===== src/rtl/div_32.sv =====
// -----------------------------------------------------------------------------
// div_32 : multi-cycle 32-bit restoring divider for the ALU divide slot.
//
// Takes dividend A and divisor B on an accepted start and returns
// {remainder, quotient} in C after 32 restoring steps plus one fix-up cycle.
// The layout of C matches the HI/LO split of the multiply path.
//
// Ports
//   clock        in   1   sole clock, rising edge
//   clear        in   1   asynchronous active-high reset
//   start        in   1   request, only honoured in IDLE
//   A            in  32   dividend, latched on accepted start
//   B            in  32   divisor, latched on accepted start
//   C            out 64   result: C[63:32] remainder, C[31:0] quotient
//   busy         out  1   high while RUN or FIX
//   done         out  1   single-cycle pulse, C valid from this cycle on
//   div_by_zero  out  1   valid with done, set when the latched B was zero
//
// Build option
//   DIV_SIGNED_EN  defined   : two's-complement operands; quotient truncates
//                              toward zero, remainder follows the dividend sign
//                  undefined : unsigned-only division (default)
//
// state | meaning
// ------+-------------------------------------------------------------
// IDLE  | waiting for start, operands latched on accepted start
// RUN   | one restoring step per cycle, 32 cycles (counter 31..0)
// FIX   | sign / divide-by-zero correction, register result into C
// DONE  | done pulse for one cycle, then back to IDLE
// -----------------------------------------------------------------------------
module div_32 (
    input  logic        clock,
    input  logic        clear,
    input  logic        start,
    input  logic [31:0] A,
    input  logic [31:0] B,
    output logic [63:0] C,
    output logic        busy,
    output logic        done,
    output logic        div_by_zero
);

    typedef enum logic [1:0] {
        S_IDLE = 2'd0,
        S_RUN  = 2'd1,
        S_FIX  = 2'd2,
        S_DONE = 2'd3
    } state_t;

    state_t      state;
    state_t      state_nxt;

    logic [4:0]  count;
    logic [31:0] a_raw;
    logic [31:0] dvsr;
    logic [31:0] rem;
    logic [31:0] quo;
    logic        b_zero;

    logic [31:0] a_mag;
    logic [31:0] b_mag;

    logic [32:0] shifted;
    logic [32:0] trial;
    logic [31:0] rem_nxt;
    logic [31:0] quo_nxt;

    logic [31:0] q_fix;
    logic [31:0] r_fix;

`ifdef DIV_SIGNED_EN
    logic        a_neg;
    logic        q_neg;
`endif

    // ------------------------------------------------------------------
    // Operand magnitudes at latch time
    // ------------------------------------------------------------------
    always_comb begin
`ifdef DIV_SIGNED_EN
        // 0x80000000 negates to itself, which reads correctly as the
        // unsigned magnitude 2^31.
        a_mag = A[31] ? (32'd0 - A) : A;
        b_mag = B[31] ? (32'd0 - B) : B;
`else
        a_mag = A;
        b_mag = B;
`endif
    end

    // ------------------------------------------------------------------
    // One restoring step. The partial remainder is always below the
    // divisor, so after the shift it fits in 33 bits and a 33-bit
    // subtract is enough: bit 32 of the difference is the borrow.
    // ------------------------------------------------------------------
    always_comb begin
        shifted = {rem, quo[31]};
        trial   = shifted - {1'b0, dvsr};
        if (trial[32]) begin
            rem_nxt = shifted[31:0];
        end else begin
            rem_nxt = trial[31:0];
        end
        quo_nxt = {quo[30:0], ~trial[32]};
    end

    // ------------------------------------------------------------------
    // Fix-up of the raw unsigned result
    // ------------------------------------------------------------------
    always_comb begin
`ifdef DIV_SIGNED_EN
        q_fix = q_neg ? (32'd0 - quo) : quo;
        r_fix = a_neg ? (32'd0 - rem) : rem;
`else
        q_fix = quo;
        r_fix = rem;
`endif
        if (b_zero) begin
            q_fix = 32'hFFFF_FFFF;
            r_fix = a_raw;
        end
    end

    // ------------------------------------------------------------------
    // FSM next state and status outputs
    // ------------------------------------------------------------------
    always_comb begin
        state_nxt = state;
        busy      = 1'b0;
        done      = 1'b0;
        case (state)
            S_IDLE: begin
                if (start) begin
                    state_nxt = S_RUN;
                end
            end
            S_RUN: begin
                busy = 1'b1;
                if (count == 5'd0) begin
                    state_nxt = S_FIX;
                end
            end
            S_FIX: begin
                busy      = 1'b1;
                state_nxt = S_DONE;
            end
            S_DONE: begin
                done      = 1'b1;
                state_nxt = S_IDLE;
            end
            default: begin
                state_nxt = S_IDLE;
            end
        endcase
    end

    always_ff @(posedge clock or posedge clear) begin
        if (clear) begin
            state <= S_IDLE;
        end else begin
            state <= state_nxt;
        end
    end

    // ------------------------------------------------------------------
    // Datapath registers
    // ------------------------------------------------------------------
    always_ff @(posedge clock or posedge clear) begin
        if (clear) begin
            count       <= 5'd0;
            a_raw       <= 32'd0;
            dvsr        <= 32'd0;
            rem         <= 32'd0;
            quo         <= 32'd0;
            b_zero      <= 1'b0;
            C           <= 64'd0;
            div_by_zero <= 1'b0;
`ifdef DIV_SIGNED_EN
            a_neg       <= 1'b0;
            q_neg       <= 1'b0;
`endif
        end else begin
            case (state)
                S_IDLE: begin
                    if (start) begin
                        a_raw  <= A;
                        dvsr   <= b_mag;
                        rem    <= 32'd0;
                        quo    <= a_mag;
                        count  <= 5'd31;
                        b_zero <= (B == 32'd0);
`ifdef DIV_SIGNED_EN
                        a_neg  <= A[31];
                        q_neg  <= A[31] ^ B[31];
`endif
                    end
                end
                S_RUN: begin
                    rem <= rem_nxt;
                    quo <= quo_nxt;
                    if (count != 5'd0) begin
                        count <= count - 5'd1;
                    end
                end
                S_FIX: begin
                    C           <= {r_fix, q_fix};
                    div_by_zero <= b_zero;
                end
                default: begin
                end
            endcase
        end
    end

endmodule

===== config.mk =====
export PLATFORM = sky130hd
export DESIGN_NAME = div_32
export DESIGN_NICKNAME = d
export VERILOG_FILES = /design/src/rtl/div_32.sv
export SDC_FILE = /design/constraint.sdc
export NUM_CORES = 1
export LEC_CHECK = 0
export ABC_AREA = 1
export CAP_MARGIN = 0
export CORE_UTILIZATION = 58
export DETAILED_ROUTE_END_ITERATION = 10
export DONT_BUFFER_PORTS = 1
export PLACE_DENSITY_LB_ADDON = 0.08
export SLEW_MARGIN = 20
export SYNTH_ARGS = -nofsm -noshare
export SYNTH_HDL_FRONTEND = slang
export SYNTH_SLANG_ARGS = --single-unit

===== constraint.sdc =====
create_clock -name clock -period 6.7 [get_ports clock]
set_input_delay 1.34 -clock clock [delete_from_list [all_inputs] [get_ports clock]]
set_output_delay 1.34 -clock clock [all_outputs]
set_load 0.05 [all_outputs]

==> results of run 1 <==
## layout make-up
class	instances	area [µm²]
flip-flops and latches	201	5030
inverters	275	1040
well taps	265	332
repair buffers	9	80.1
fillers	1793	6920
clock inverters	13	224
clock buffers	27	609
multi-input cells	1111	5230
## cells in the final DEF (no fill, tap or decap), types with 5 or more instances in the layout
master	instances
inv_1	269
nor2_1	82
clkinv_2	5
xnor2_1	13
o21ai_1	9
nand4_1	9
buf_4	8
o211ai_1	31
nand3_1	69
nor3_1	9
nand2_1	668
a31oi_1	33
ha_1	37
clkbuf_16	22
bufinv_16	5
a21oi_1	17
dfrtp_1	201
o21ai_0	100
## logic make-up after synthesis
family	Yosys count	synth area share
and+or+nand+nor	861	0.300
buffers and inverters	338	0.113
DFF	201	0.435
AOI/OAI and AO/OA	195	0.0962
adders and majority gates	40	0.0440
xor gates and xnor gates	15	0.0114
## layer usage
layer / vias to the layer above / part of all wire
met5: - / 0
met4: 0 / 0.017
met3: 35 / 0.060
met2: 212 / 0.48
met1: 4587 / 0.44
li1: 5006 / -
## flip-flops by register name (all words and copies together), names as in the netlist
name	count
C	64
a_raw	32
b_zero	1
count	5
div_by_zero	1
dvsr	32
quo	32
rem	32
state	2
## through the flow
step | area [µm²] | cells | hold slack, ns | utilization
after floorplan | 11600 | 1650 | 0.449 | -
after global placement | 11700 | 1861 | 0.465 | 0.602
after detailed placement | 11700 | 1861 | 0.464 | 0.602
after CTS | 12500 | 1901 | 0.481 | 0.645
after global routing | 12500 | 1901 | 0.495 | 0.645
final | 12500 | 1901 | 0.479 | 0.645
## cells in the mapped netlist (all sizes together), types with 2 or more instances
cell type  count
nand2        676
inv          274
dfrtp        201
o21ai        109
nor2          85
nand3         70
clkbuf        52
ha            39
a31oi         33
o211ai        31
a21oi         19
xnor2         13
buf           11
nor3          10
nand4          9
and2           4
nor4           4
nand3b         2
xor2           2
## worst min-delay path by stage
stage,startpoint,endpoint,slack (ns),depth (start not counted)
global route,a_raw[21],a_raw[21],0.49,2
global placement,a_raw[8],a_raw[8],0.46,2
detailed placement,a_raw[29],a_raw[29],0.46,2
finish,a_raw[16],a_raw[16],0.48,2
CTS,a_raw[5],a_raw[5],0.48,2
floorplan,a_raw[0],a_raw[0],0.45,2
## critical path, cell delays in order
cell      delay (ns)
nand2_2         0.03
buf_4           0.33
inv_2           0.83
a21oi_2         0.05
clkinv_1        0.08
buf_4           0.49
nand2_1         0.20
nor3_1          0.23
inv_1           0.09
o21ai_0         0.17
nand3_1         0.08
==> run_results.csv, run 1 <==
group,metric,value,unit
sta,slew_headroom,0.277,
drt,drc_errors,0,
logic_synthesis,ys_types,37,
worst_hold_path,worstHoldPathType,"flop to flop",
sta,min_period,3.53,ns
cts,post-cts-setup-buffers,0,
logic_synthesis,synthArstFlopShare,1.00,
grt,top_usage_layer,"met2",
sta,setup_viol,0,
critical_path,endpoint_kind,"flop",
drt,dr.pass1.iters,5,
critical_path,worstSetupPathType,"primary input to flop",
critical_path,cp.required,7.11,ns
logic_synthesis,syn_nets,1757,
grt,grtUsageMet2,0.496,
flow_run,cap_violations,0,
logic_synthesis,ys_seq_area_frac,0.435,
cts,ctsRootBufferMaster,"clkbuf_16",
finish,final_net_count,1727,
logic_synthesis,synth_top_area_frac,0.435,
critical_path,cp-startpoint,"start",
sta,hold_viol_final,0,
logic_synthesis,synth_edf_count,0,
logic_synthesis,synth.area.top_cells,"dfrtp_1 44%, nand2_1 22%, inv_1 8.8%",
logic_synthesis,yosys_warnings,0,
critical_path,rr_worst_depth,13,
die,initial_utilization,0.594,
sta,finalCritPeriodShare,0.527,
critical_path,r2r-start,"state[0]",
placement,io_buffer_count,0,
finish,diodes,0,
sta,finalMaxSlewViolations,0,
grt,grt_start_max_net_pins,156,
placement,dp_hpwl,20600,µm
cts,clock-sinks,201,
sta,fin_skew,0.0116,ns
critical_path,r2r-end,"count[4]",
logic_synthesis,netlist_area,11600,µm²
cts,cts_buffer_depth,3,
grt,grt_usage,0.291,
status,status,"finished clean",
drt,wire_per_inst,15.2,µm
sta,worstMarginPinSlew,1.08,ns
placement,dp_slack,2.61,ns
drt,routed_via_density,5.18,
grt,use_met3,0.0550,
die,die-area,20500,µm²
die,core_region_area,19500,µm²
grt,grt_pass1_vias,9251,
grt,met1_usage,0.382,
sta,max_freq,283,MHz
cts,numCtsBuffers,22,
logic_synthesis,synth_area_per_cell,7.00,µm²
die,io_pins,134,
die,fp.dieW,143,µm
grt,antenna_found_initial,0,
cts,cts_max_level,1,
finish,area_delta_synth_final,8.60,%
critical_path,critical_path.startpoint_type,"primary input",
die,chipHeight,143,µm
drt,wl,28800,µm
cts,cts_resized,0,
sta,rsz0062_at_grt,"no",
logic_synthesis,synth_seq_cells,201,
critical_path,crit_path_end,"count[4]",
drt,drt_iter0_drc,650,
sta,setup_ws,3.17,ns
grt,grt_overflow,0,
cts,tritoncts,"done",
logic_synthesis,synth.largest_area_cell,"dfrtp_1",
cts,insertion_delay,0.53,ns
finish,layout-drive-gt1-share,0.0440,
die,rows,51,
critical_path,cp_max_fo,71,
critical_path,regToRegSetupSlack,3.17,ns
grt,grt_pass1_wl,46600,µm
logic_synthesis,ys.flop_type,"dfrtp_1",
drt,final_antenna_net_count,0,
logic_synthesis,netlist_instances,1650,
critical_path,arrival,3.95,ns
placement,gp_congestion,0.977,
sta,fin_setup_tns,0,ns
cts,clkTransAtPathRegs,0.06,ns
drt,via_count,9840,
cts,cts_hold_buf,0,
Power of run 1 is left out: the tool's default activity adds up to more than one toggle a clock period on the data nets, which glitch-free logic cannot reach.
==> run 2, diff against run 1 <==
--- a/config.mk
+++ b/config.mk
@@ -7,7 +7,7 @@
 export LEC_CHECK = 0
 export ABC_AREA = 1
 export CAP_MARGIN = 0
-export CORE_UTILIZATION = 58
+export CORE_UTILIZATION = 60
 export DETAILED_ROUTE_END_ITERATION = 10
 export DONT_BUFFER_PORTS = 1
 export PLACE_DENSITY_LB_ADDON = 0.08
==> constraint.sdc (replaced) <==
create_clock -name clock -period 3.41 [get_ports clock]
set_input_delay 0.682 -clock clock [delete_from_list [all_inputs] [get_ports clock]]
set_output_delay 0.682 -clock clock [all_outputs]
set_load 0.05 [all_outputs]
==> run 2 against run 1 <==
Compared with the run above: hold slack worse by 0.36 ns; flip-flop and latch count unchanged; utilization up 2.0 points.
==> run_results.csv, run 2 (synthesis gave the netlist of run 1 again) <==
group,metric,value,unit
sta,min_period,2.66,ns
sta,finalMaxSlewViolations,0,
placement,io_buffer_count,0,
cts,post-cts-setup-buffers,0,
sta,fin_skew,0.0204,ns
cts,numCtsBuffers,24,
cts,cts_hold_buf,0,
die,die-area,19800,µm²
drt,drt_iter0_drc,586,
drt,drc_errors,0,
critical_path,arrival,3.05,ns
critical_path,endpoint_kind,"flop",
critical_path,worstSetupPathType,"flop to flop",
drt,wl,29400,µm
critical_path,cpMaxStageDelayCell,"fa_1",
critical_path,critPathMostFrequentCell,"nand2_1",
grt,met1_usage,0.401,
sta,setup_viol,0,
drt,final_antenna_net_count,0,
worst_hold_path,worstHoldPathType,"primary input to asynchronous set/reset pin",
drt,dr.pass1.iters,5,
cts,clkTransAtPathRegs,0.07,ns
cts,cts_buffer_depth,3,
cts,tritoncts,"done",
drt,routed_via_density,5.30,
finish,final_net_count,1732,
finish,final_cell_mix,"667 x nand2_1, 269 x inv_1, 201 x dfrtp_1",
die,initial_utilization,0.615,
grt,antenna_found_initial,0,
die,core_region_area,18800,µm²
flow_run,cap_violations,0,
finish,largest_reg_flops,64,
finish,diodes,0,
cts,insertion_delay,0.51,ns
cts,cts_max_level,1,
drt,via_count,9944,
grt,grt_usage,0.306,
sta,finalCritPeriodShare,0.779,
cts,cts_resized,0,
sta,max_freq,376,MHz
finish,regMostFlops,"C",
critical_path,slowest_delay,0.43,ns
grt,grtUsageMet2,0.520,
placement,dp_hpwl,21500,µm
die,chipHeight,141,µm
sta,hold_viol_final,0,
sta,fin_setup_tns,0,ns
cts,ctsRootBufferMaster,"clkbuf_16",
status,status,"finished clean",
sta,rsz0062_at_grt,"no",
die,io_pins,134,
grt,top_usage_layer,"met2",
cts,clock-sinks,201,
drt,wire_per_inst,15.7,µm
critical_path,cp_max_fo,32,
die,rows,50,
grt,use_met3,0.0554,
critical_path,cp.required,3.80,ns
placement,gp_congestion,0.922,
finish,area_delta_synth_final,7.97,%
finish,layout-drive-gt1-share,0.0463,
sta,slew_headroom,0.304,
grt,grt_start_max_net_pins,103,
critical_path,critical_path.startpoint_type,"flop",
grt,grt_pass1_wl,48000,µm
finish,final_common_cell,"nand2_1",
grt,grt_overflow,0,
critical_path,path_cells,"inv_1 > ha_1 > inv_1 > fa_1 > nand2_1 > nand2_1 > nand3_1 > nand2_1 > nand2_1 > nand2_1 > nand2_4 > nand3_1 > nand2_4 > nand2_1 > nand3_1 > nand2_1",
die,fp.dieW,141,µm
grt,grt_pass1_vias,9535,
sta,worstMarginPinSlew,1.04,ns
[run 2: changes by cell type in the layout (fill, tap and decap cells not counted)]
cell | previous run | this run
clkbuf_16 | 22 | 25
nand2_1 | 668 | 667
bufinv_16 | 5 | 1
clkinv_4 | 0 | 5
clkbuf_1 | 1 | 4
clkbuf_8 | 4 | 1
clkinv_2 | 5 | 4
nand2_2 | 3 | 4
clkinv_16 | 1 | 0
buf_4 | 8 | 11
clkinvlp_4 | 2 | 3
[run 2: per-layer routing]
layer  vias up  wire [µm]
li1       5022          -
met1      4622      12900
met2       255      14200
met3        45       1660
met4         0        670
met5         -          0
[run 2: stage by stage]
| stage | hold slack, ns | util | instance area (µm²) | worst slack (ns) | cells |
|---|---|---|---|---|---|
| 4_1_cts | 0.118 | 0.664 | 12500 | 0.759 | 1876 |
| 3_3_place_gp | 0.464 | 0.623 | 11700 | 0.933 | 1833 |
| 6_report | 0.122 | 0.665 | 12500 | 0.753 | 1876 |
| 2_1_floorplan | 0.449 | - | 11600 | 0.126 | 1650 |
| 3_5_place_dp | 0.465 | 0.623 | 11700 | 0.786 | 1833 |
| 5_1_grt | 0.146 | 0.665 | 12500 | 0.559 | 1876 |
[run 2: critical path: cells and delay by family, from the launching register on]
kind | cells | cell delay (ns)
adders and majority gates | 2 | 0.59
buffers and inverters | 2 | 0.17
DFF | 1 | 0.37
and+or+nand+nor | 12 | 1.38
[run 2: area by class of cell]
cell class,count,area [µm²]
Clock inverter,13,120
Tap cell,234,293
Timing Repair Buffer,12,103
Clock buffer,30,654
Sequential cell,201,5030
Multi-Input combinational cell,1111,5240
Inverter,275,1040
Fill cell,1724,6300
[run 2: path summary, 6_finish.rpt]
| path | from | to | slack [ns] | cells after the start |
|---|---|---|---|---|
| setup reg to reg | quo[31] | rem[21] | 0.75 | 16 |
| setup / recovery | quo[31] | rem[21] | 0.75 | 16 |
| hold / removal | clear | quo[6] | 0.12 | 1 |
| max in group asynchronous | clear | C[20] | 2.30 | 2 |
| hold reg to reg | a_raw[23] | a_raw[23] | 0.48 | 2 |
| min in group clock | A[0] | a_raw[0] | 0.28 | 2 |
Power of run 2 is left out for the same reason.
==> run 3, diff against run 2 <==
==> constraint.sdc (replaced) <==
create_clock -name clock -period 2.7 [get_ports clock]
set_input_delay 0.54 -clock clock [delete_from_list [all_inputs] [get_ports clock]]
set_output_delay 0.54 -clock clock [all_outputs]
set_load 0.05 [all_outputs]
==> run 3 against run 2 <==
Compared with the run above: critical path depth did not move; register-to-register slack worse by 0.58 ns; sequential share of layout area down 0.36 points; count of clock-buffer cells in the layout did not move; highest routed layer unchanged.
==> run_results.csv, run 3 (synthesis gave the netlist of run 1 again) <==
group,metric,value,unit
sta,max_freq,396,MHz
cts,insertion_delay,0.51,ns
sta,fin_skew,0.0107,ns
critical_path,cp_max_fo,28,
cts,cts_buffer_depth,3,
drt,drc_errors,0,
drt,drt_iter0_drc,709,
cts,cts_hold_buf,0,
critical_path,cp.required,3.09,ns
sta,setup_ws,0.177,ns
die,chipHeight,141,µm
status,status,"finished clean",
flow_run,cap_violations,0,
drt,via_count,10000,
cts,clock-sinks,201,
drt,routed_via_density,5.32,
cts,post-cts-setup-buffers,0,
die,initial_utilization,0.615,
grt,grt_pass1_vias,9513,
finish,regMostFlops,"C",
sta,worstMarginPinSlew,1.04,ns
sta,finalMaxSlewViolations,0,
critical_path,endpoint_kind,"flop",
critical_path,r2r-start,"quo[31]",
critical_path,cp-startpoint,"quo[31]",
drt,wl,29800,µm
finish,final_cell_mix,"668 x nand2_1, 269 x inv_1, 201 x dfrtp_1",
grt,grt_overflow,0,
finish,nFillCells,1711,
die,rows,50,
drt,final_antenna_net_count,0,
placement,dp_slack,0.174,ns
die,io_pins,134,
sta,setup_viol,0,
sta,finalCritPeriodShare,0.935,
worst_hold_path,worstHoldPathType,"primary input to asynchronous set/reset pin",
grt,grt_pass1_wl,47600,µm
die,die-area,19800,µm²
sta,slew_headroom,0.303,
placement,io_buffer_count,0,
critical_path,worstSetupPathType,"flop to flop",
drt,dr.pass1.iters,5,
finish,layout-drive-gt1-share,0.0491,
placement,dp_hpwl,21800,µm
sta,rsz0062_at_grt,"yes",
cts,tritoncts,"done",
grt,grt_usage,0.303,
finish,largest_reg_flops,64,
finish,final_common_cell,"nand2_1",
cts,ctsRootBufferMaster,"clkbuf_16",
critical_path,arrival,2.91,ns
finish,area_delta_synth_final,8.96,%
finish,final_net_count,1741,
cts,numCtsBuffers,22,
placement,gp_congestion,0.949,
sta,min_period,2.52,ns
finish,diodes,0,
sta,hold_slack,0.0681,ns
grt,grt_start_max_net_pins,69,
grt,antenna_found_initial,0,
die,fp.dieW,141,µm
cts,cts_max_level,1,
cts,clkTransAtPathRegs,0.06,ns
die,core_region_area,18800,µm²
sta,hold_viol_final,0,
critical_path,critical_path.startpoint_type,"flop",
drt,wire_per_inst,15.8,µm
==> run 3: cell types whose count changed in the layout (fill, tap and decap cells not counted), sizes merged <==
cell,change
buf,+9
clkinv,-4
nand2,+2
bufinv,+1
clkinvlp,-1
==> run 3: final cells by class <==
cell class	instances	area (µm²)	share of cell area
Clock buffer	30	612	0.0486
Clock inverter	9	105	0.00835
Inverter	275	1040	0.0823
Multi-Input combinational cell	1113	5280	0.419
Sequential cell	201	5030	0.400
Tap cell	234	293	0.0233
Timing Repair Buffer	21	233	0.0185
==> run 3: path summary, 6_finish.rpt <==
kind / cells past startpoint / endpoint / slack [ns]
setup / recovery: 16 / rem[1] / 0.18
hold / removal: 1 / quo[9] / 0.07
setup reg to reg: 16 / rem[1] / 0.18
hold reg to reg: 2 / a_raw[22] / 0.48
max in group asynchronous: 2 / dvsr[17] / 1.95
min in group clock: 2 / a_raw[23] / 0.14
==> run 3: routing by layer <==
metal,vias to the layer above,wire length (µm),part of all wire,track usage
li1,5047,-,-,-
met1,4678,13300,0.45,0.406
met2,237,14300,0.48,0.514
met3,47,1570,0.052,0.0489
met4,0,702,0.024,0.0801
met5,-,0,0,0
==> run 3: timing repair <==
| item | in CTS | in global routing |
|---|---|---|
| hold endpoints to repair | 0 | 0 |
| setup endpoints to repair | 0 | 26 |
| gates resized for setup | 0 | 4 |
==> run 3: critical path, cell delays in order (launching register included) <==
cell and delay (ns):
dfrtp_1 0.37, inv_1 0.13, ha_1 0.16, inv_1 0.07
fa_1 0.44, nand2_1 0.09, nand2_1 0.05, nand3_1 0.07
nand2_1 0.07, nand2_1 0.06, nand2_1 0.11, nand2_4 0.13
nand3_4 0.15, nand2_8 0.24, nand2_1 0.09, nand3_1 0.10
nand2_1 0.06
==> run 3: through the flow <==
stage	setup TNS [ns]	std cells	area (µm²)	utilization
floorplan	-88.91	1650	11600	-
global placement	0	1842	11800	0.630
detailed placement	0	1842	11800	0.630
CTS	0	1881	12500	0.668
global route	-0.0274	1883	12600	0.671
finish	0	1883	12600	0.671
Power of run 3 is left out for the same reason.
